[config.mk]
export PLATFORM = sky130hd
export DESIGN_NAME = alu_mul_sequencer
export DESIGN_NICKNAME = d
export VERILOG_FILES = /design/src/rtl/alu_mul_sequencer.sv
export SDC_FILE = /design/constraint.sdc
export NUM_CORES = 1
export LEC_CHECK = 0
export BUFFER_PORTS_ARGS = -buffer_cell sky130_fd_sc_hd__buf_2
export CORE_AREA = 2 2 208 210
export DETAILED_ROUTE_END_ITERATION = 10
export DIE_AREA = 0 0 210 212
export GPL_TIMING_DRIVEN = 0
export PLACE_DENSITY = 0.57
export SLEW_MARGIN = 10
export SYNTH_ARGS = -nofsm -noshare
export SYNTH_HDL_FRONTEND = slang
export SYNTH_SLANG_ARGS = --single-unit
[constraint.sdc]
create_clock -name clock -period 4.2 [get_ports clock]
set_input_delay 0.63 -clock clock [delete_from_list [all_inputs] [get_ports clock]]
set_output_delay 0.63 -clock clock [all_outputs]
set_load 0.02 [all_outputs]
[src/rtl/alu_mul_sequencer.sv]
// Iterative shift-and-add multiplier that borrows the shared ALU, one add per cycle,
// and passes the datapath operands straight through to the ALU while idle.
module alu_mul_sequencer #(
    parameter int          WIDTH      = 64,
    parameter int          CNT_W      = 7,
    parameter bit          EARLY_EXIT = 1'b1,
    parameter logic [3:0]  ADD_SEL    = 4'b0010
) (
    input  logic             clock,
    input  logic             reset,
    input  logic [WIDTH-1:0] dp_a,
    input  logic [WIDTH-1:0] dp_b,
    input  logic [3:0]       dp_sel,
    input  logic             start,
    input  logic [WIDTH-1:0] mul_a,
    input  logic [WIDTH-1:0] mul_b,
    input  logic [WIDTH-1:0] alu_f,
    output logic [WIDTH-1:0] alu_a,
    output logic [WIDTH-1:0] alu_b,
    output logic [3:0]       alu_sel,
    output logic             ready,
    output logic             busy,
    output logic             dp_stall,
    output logic             done,
    output logic [WIDTH-1:0] product
);

    typedef enum logic [1:0] {
        IDLE = 2'd0,
        RUN  = 2'd1,
        DONE = 2'd2
    } state_t;

    state_t           state;
    logic [WIDTH-1:0] acc;
    logic [WIDTH-1:0] mcand;
    logic [WIDTH-1:0] mplier;
    logic [CNT_W-1:0] count;

    logic [WIDTH-1:0] mplier_next;
    logic             last_iter;

    // Final iteration: counter exhausted, or (early exit) no multiplier bits left to add.
    always_comb begin
        // NOTE: every always_comb output gets a default first, so no path can infer a latch.
        mplier_next = mplier >> 1;
        last_iter   = (count == CNT_W'(WIDTH - 1));
        if (EARLY_EXIT && (mplier_next == '0)) begin
            last_iter = 1'b1;
        end
    end

    always_comb begin
        alu_a   = dp_a;
        alu_b   = dp_b;
        alu_sel = dp_sel;
        if (state == RUN) begin
            alu_a   = acc;
            alu_b   = mplier[0] ? mcand : '0;
            alu_sel = ADD_SEL;
        end
    end

    assign dp_stall = busy;

    always_ff @(posedge clock) begin
        // NOTE: sequential state uses non-blocking assignments so every register samples pre-edge values.
        if (reset) begin
            state   <= IDLE;
            acc     <= '0;
            mcand   <= '0;
            mplier  <= '0;
            count   <= '0;
            product <= '0;
            done    <= 1'b0;
            busy    <= 1'b0;
            ready   <= 1'b1;
        end else begin
            case (state)
                IDLE: begin
                    if (start) begin
                        mcand  <= mul_a;
                        mplier <= mul_b;
                        acc    <= '0;
                        count  <= '0;
                        state  <= RUN;
                        busy   <= 1'b1;
                        ready  <= 1'b0;
                    end
                end
                RUN: begin
                    acc    <= alu_f;
                    mcand  <= mcand << 1;
                    mplier <= mplier_next;
                    count  <= count + 1'b1;
                    if (last_iter) begin
                        product <= alu_f;
                        state   <= DONE;
                        busy    <= 1'b0;
                        done    <= 1'b1;
                    end
                end
                DONE: begin
                    state <= IDLE;
                    done  <= 1'b0;
                    ready <= 1'b1;
                end
                default: begin
                    state <= IDLE;
                    done  <= 1'b0;
                    busy  <= 1'b0;
                    ready <= 1'b1;
                end
            endcase
        end
    end

endmodule

After elaboration in Yosys (flattened, before gate mapping)
Cells that the tools add are included.

operators by class
  bitwise operators = 3
  eq/ne operators = 5
  divide/modulo/power cells = 0
  reductions and logical operators = 9
  magnitude comparators = 0
  muxes and demuxes = 23
  multipliers = 0
  add/subtract/negate cells = 1
  shift-type cells = 0

operators with widths
  kind                                                              number
  64-bit 2-to-1 mux                                                 6
  64-bit one-hot mux with 2 select lines                            3
  64-bit zero test                                                  1
  7-bit one-hot mux with 2 select lines                             1
  2-bit AND reduction                                               5
  7-bit by 1-bit adder with 7-bit output (second input constant)    1
  7-bit by 6-bit == test with 1-bit output (second input constant)  1
  7-bit 2-to-1 mux                                                  1
  1-bit 2-to-1 mux                                                  5
  2-bit 2-to-1 mux                                                  2
  4-bit 2-to-1 mux                                                  1
  2-bit != test (second input constant)                             2
  1-bit one-hot mux with 2 select lines                             2
  2-bit one-hot mux with 2 select lines                             1
  1-bit NOT                                                         3
  1-bit one-hot mux with 3 select lines                             1
  3-bit AND reduction                                               1
  2-bit by 1-bit == test with 1-bit output (second input constant)  1
  2-bit == test (second input constant)                             1
  2-bit zero test                                                   1
  2-bit nonzero test                                                1

storage, ports and cells
  bits in latches = 0
  memories = 0
  output and inout bits = 200
  memory bits (writable) = 0
  register bits = 268
  bits in read-only memories = 0
  input port bits = 327

Logic depth before layout (Yosys ltp)
  depth after elaboration = 4
  mapped depth = 9
  gate-level depth less buffers = 6

Worst setup path before layout
No wires, ideal clock.

  kind = register to output
  start = register state[0]
  end = output port alu_a[10]
  required time = 3.570 ns
  data arrival time = 1.603 ns
  stages on the path, launching flop included = 9
  path slack = 1.967 ns
  cells stage by stage = dfxtp_1 buf_2 nor2b_1 buf_2 buf_2 clkbuf_1 clkbuf_1 nand2_1 nand2_1

between the ends
  cells in the longest elaborated chain, start to end = 2

ends and longest elaborated chain
  element                                   RTL line  text
  start: declaration                        34        state_t state;
  start signal: assignment                  69        state <= IDLE;
  start signal: assignment                  86        state <= RUN;
  start signal: assignment                  98        state <= DONE;
  2-bit by 1-bit == test with 1-bit output  57        if (state == RUN) begin
  64-bit 2-to-1 mux                         57
  end: declaration                          18        output logic [WIDTH-1:0] alu_a,

No other way between the ends.

Final worst setup path
  start = register state[1]
  end = output port alu_b[63]

between the ends
  cells in the longest elaborated chain, start to end = 2

ends and longest elaborated chain
  element                                   RTL line  text
  2-bit by 1-bit == test with 1-bit output  57
  64-bit 2-to-1 mux                         57
  end: declaration                          19        output logic [WIDTH-1:0] alu_b,

No other way between the ends.

==> metrics.yaml <==
worst_setup_path:
  crit_type: "reg2out"
  worstPathMaxFanout: 10
  crit_chain: "buf_2 -> inv_1 -> nand2_1 -> clkbuf_1 -> clkbuf_1 -> nand2_1 -> nand2_1 -> buf_2"
  crit_end: "alu_b[63]"
  crit_start: "state[1]$_SDFFE_PP0P_"
  r2r_slack_ps: 1350
  cp_slowest_cell: "clkbuf_1"
  reg2reg_to: "done$_SDFFE_PP0P_"
  r2r-start: "count[0]$_SDFFE_PP0P_"
  worstPathBufferInverterCount: 5
  cp_common_cell: "nand2_1"
  crit_path_end_kind: "output port"
  critPathLaunchType: "register"
  worstPathArrival_ps: 3290
  r2r_cells: 7
  cp_top_family: "buffers and inverters"
  critical_path.max_stage_delay_ps: 760
  worstPathRequired_ps: 3570
  cp.depth: 8
sta:
  final-setup-viol-count: 0
  worst_pin_slew_ps: 940
  min_period_ps: 3920
  rsz0062_at_grt: "no"
  final_hold_viol_count: 0
  slew-limit-headroom_pct: 37.4
  fmax_mhz: 255
  period_share_pct: 93.3
  finalMaxSlewViolations: 0
  finalClockSkew_ps: 17.1
  finalSetupTns_ps: 0
flow_run:
  maxCapViolations: 0
placement:
  hpwl_mm: 44.7
  dpl-instance-area_um2: 17100
  gp_congestion: 0.898
  place_inst: 3019
  portBuffers: 525
die:
  fp.dieW_um: 210
  coreArea_um2: 42500
  die_h_um: 212
  io-pin-count: 527
  rows: 76
  die_area_um2: 44500
  start_util_pct: 32.5
synth:
  synth_simple_gate_area_share_pct: 33.0
  synth_compound_area_share_pct: 22.1
  netlist_instances: 1948
  ys_types: 31
  syn_avg_cell_area_um2: 7.08
  yosysWarningCount: 0
  syn_nets: 2276
  synth_top_family_by_area: "simple AND/OR/NAND/NOR gates"
  synthAdderAreaFrac_pct: 0.0907
  ys_ff_latch: 268
  seq_area_frac_synth_pct: 38.9
  synth_xor_area_share_pct: 0
  netlist_area_um2: 13800
  yosys-mux-area-fraction_pct: 0
detailed_routing:
  wirelength_mm: 58.2
  via_per_inst: 5.28
  vias: 16264
  route.detailed.drc: 0
  drt-initial-drc-count: 1073
  routedWlPerCell_um: 18.9
  drtPass1Iterations: 5
  ant_nets: 0
power:
  intPower_w: 0.00521
  power_frac_seq_pct: 37.8
  p_leak_nw: 8.65
  p_sw_w: 0.00237
  swShare_pct: 31.3
  ir_drop_mv: 0.255
  clkPwrFrac_pct: 40.7
  p_comb_share_pct: 21.5
  total_power_w: 0.00758
  pwr_density_cell_nw_per_um2: 414
clock_network:
  cts_tree: "yes"
  htreeDepth: 2
  cts_sinks: 268
  clkLatencyLatePin_ps: 530
  clk_pin_slew_ps: 50
  clock_path_buffers: 3
  ctsRootBufferMaster: "clkbuf_16"
  postCtsSetupRepairBufs: 0
  cts_buffers: 35
global_route:
  grt_pass1_vias: 15180
  grt_usage_pct: 24.9
  grt_pass1_wl_mm: 86.9
  grt_max_degree: 13
  antenna_found_initial: 5
  overflow: 0
finish:
  seq_area_um2: 5370
  fin_nets: 2837
  final_cell_count_no_fill: 3081
  multi_input_area_um2: 7620
  finalInstanceArea_um2: 18300
  fillers: 4536
  area_growth_pct: 32.7
  drive_gt1_share_pct: 27.3
run_status:
  status: "complete, no violations"
worst_hold_path:
  hold_class: "in2reg"
## cells in the mapped netlist
cell / n / area share, %
inv_1: 2 / 0.054
a311oi_1: 64 / 4.1
o21ai_0: 3 / 0.11
o311ai_0: 64 / 4.1
nor4_1: 16 / 0.73
a21oi_1: 131 / 4.8
ha_1: 1 / 0.091
nor2_1: 270 / 7.3
nor2_2: 1 / 0.045
nand2b_1: 2 / 0.091
nor4_2: 1 / 0.091
nor3_1: 4 / 0.15
buf_4: 1 / 0.054
clkbuf_1: 145 / 3.9
or2_2: 1 / 0.045
nand3_1: 66 / 2.4
and3_1: 65 / 2.9
nor2b_1: 67 / 3.0
or3_1: 1 / 0.045
nand2_1: 584 / 16
o21ai_1: 2 / 0.073
a31o_1: 2 / 0.13
buf_1: 11 / 0.30
a22oi_1: 69 / 3.8
buf_6: 3 / 0.24
clkbuf_2: 2 / 0.073
a211oi_1: 1 / 0.054
nand4_1: 4 / 0.18
o221a_2: 63 / 5.1
dfxtp_1: 268 / 39
buf_2: 34 / 1.2
## routing by layer
layer	GRT usage, %	vias to the layer above	part of all wire (%)
li1	-	7888	-
met1	33.2	7635	44
met2	40.6	637	46
met3	3.68	100	6.0
met4	9.54	4	3.7
met5	0	-	0.045
## placed cells by master, fill, tap and decap left out, drive strengths merged, types with 2 or more instances in the layout
master / instances
nand3: 66
and3: 65
dfxtp: 268
nand2: 584
nor3: 4
a21oi: 131
clkinvlp: 2
nor2b: 67
nand2b: 2
clkinv: 5
bufinv: 2
inv: 3
nand4: 4
a311oi: 64
o311ai: 64
o221a: 63
buf: 574
diode: 3
clkbuf: 196
a31o: 2
o21ai: 5
a22oi: 69
nor4: 17
nor2: 271
## sequential cells by signal, indices dropped and copies added, names as in the netlist
name / flops
done: 1
state: 2
count: 7
mplier: 64
acc: 64
mcand: 64
busy: 1
ready: 1
product: 64
## power groups by stage
stage               combinational, W  clock [W]  sequential (W)
detailed placement           0.00163          0         0.00291
global placement             0.00161          0         0.00291
CTS                          0.00163    0.00315         0.00286
floorplan                    0.00101          0         0.00287
global route                 0.00180    0.00325         0.00289
finish                       0.00163    0.00309         0.00286
## logic make-up after synthesis
group | after synthesis
AOI/OAI and AO/OA | 399
adders and majority gates | 1
buffers and inverters | 198
DFF | 268
and+or+nand+nor | 1082
## cell type report
cell class / instances / area share (%)
Inverter: 2 / 0.0410
Clock inverter: 10 / 0.677
Sequential cell: 268 / 29.3
Antenna cell: 3 / 0.0410
Timing Repair Buffer: 525 / 14.4
Buffer: 195 / 4.39
Tap cell: 546 / 3.73
Clock buffer: 50 / 5.86
Multi-Input combinational cell: 1482 / 41.6
## worst min-delay path: cells and delay by family
family                 cells  cell delay, ps
AOI/OAI and AO/OA          1              60
and+or+nand+nor            1              80
buffers and inverters      1              80
## through the flow
step	worst slack, ps	util (%)	hold WS [ps]
final	282	43.1	352
after global routing	10.2	43.1	357
after CTS	151	43.1	337
after detailed placement	547	40.2	431
after global placement	558	40.2	435
after floorplan	1970	-	448
## worst min path at each step
stage,from,endpoint,cells past startpoint
after floorplan,count[5]$_SDFFE_PP0P_,count[5]$_SDFFE_PP0P_,1
after global placement,ready$_SDFFE_PP1P_,ready$_SDFFE_PP1P_,2
after detailed placement,ready$_SDFFE_PP1P_,ready$_SDFFE_PP1P_,2
after CTS,mul_a[0],mcand[0]$_SDFFE_PP0P_,3
after global routing,mul_a[0],mcand[0]$_SDFFE_PP0P_,3
final,mul_a[0],mcand[0]$_SDFFE_PP0P_,3
## timing repair
item                                    4_1_cts  5_1_grt
hold buffers                                  0        0
cloned                                        0        0
endpoints found under the setup margin        1        1
gates resized for setup                       1        0
Power figures use the tool's default switching activity.
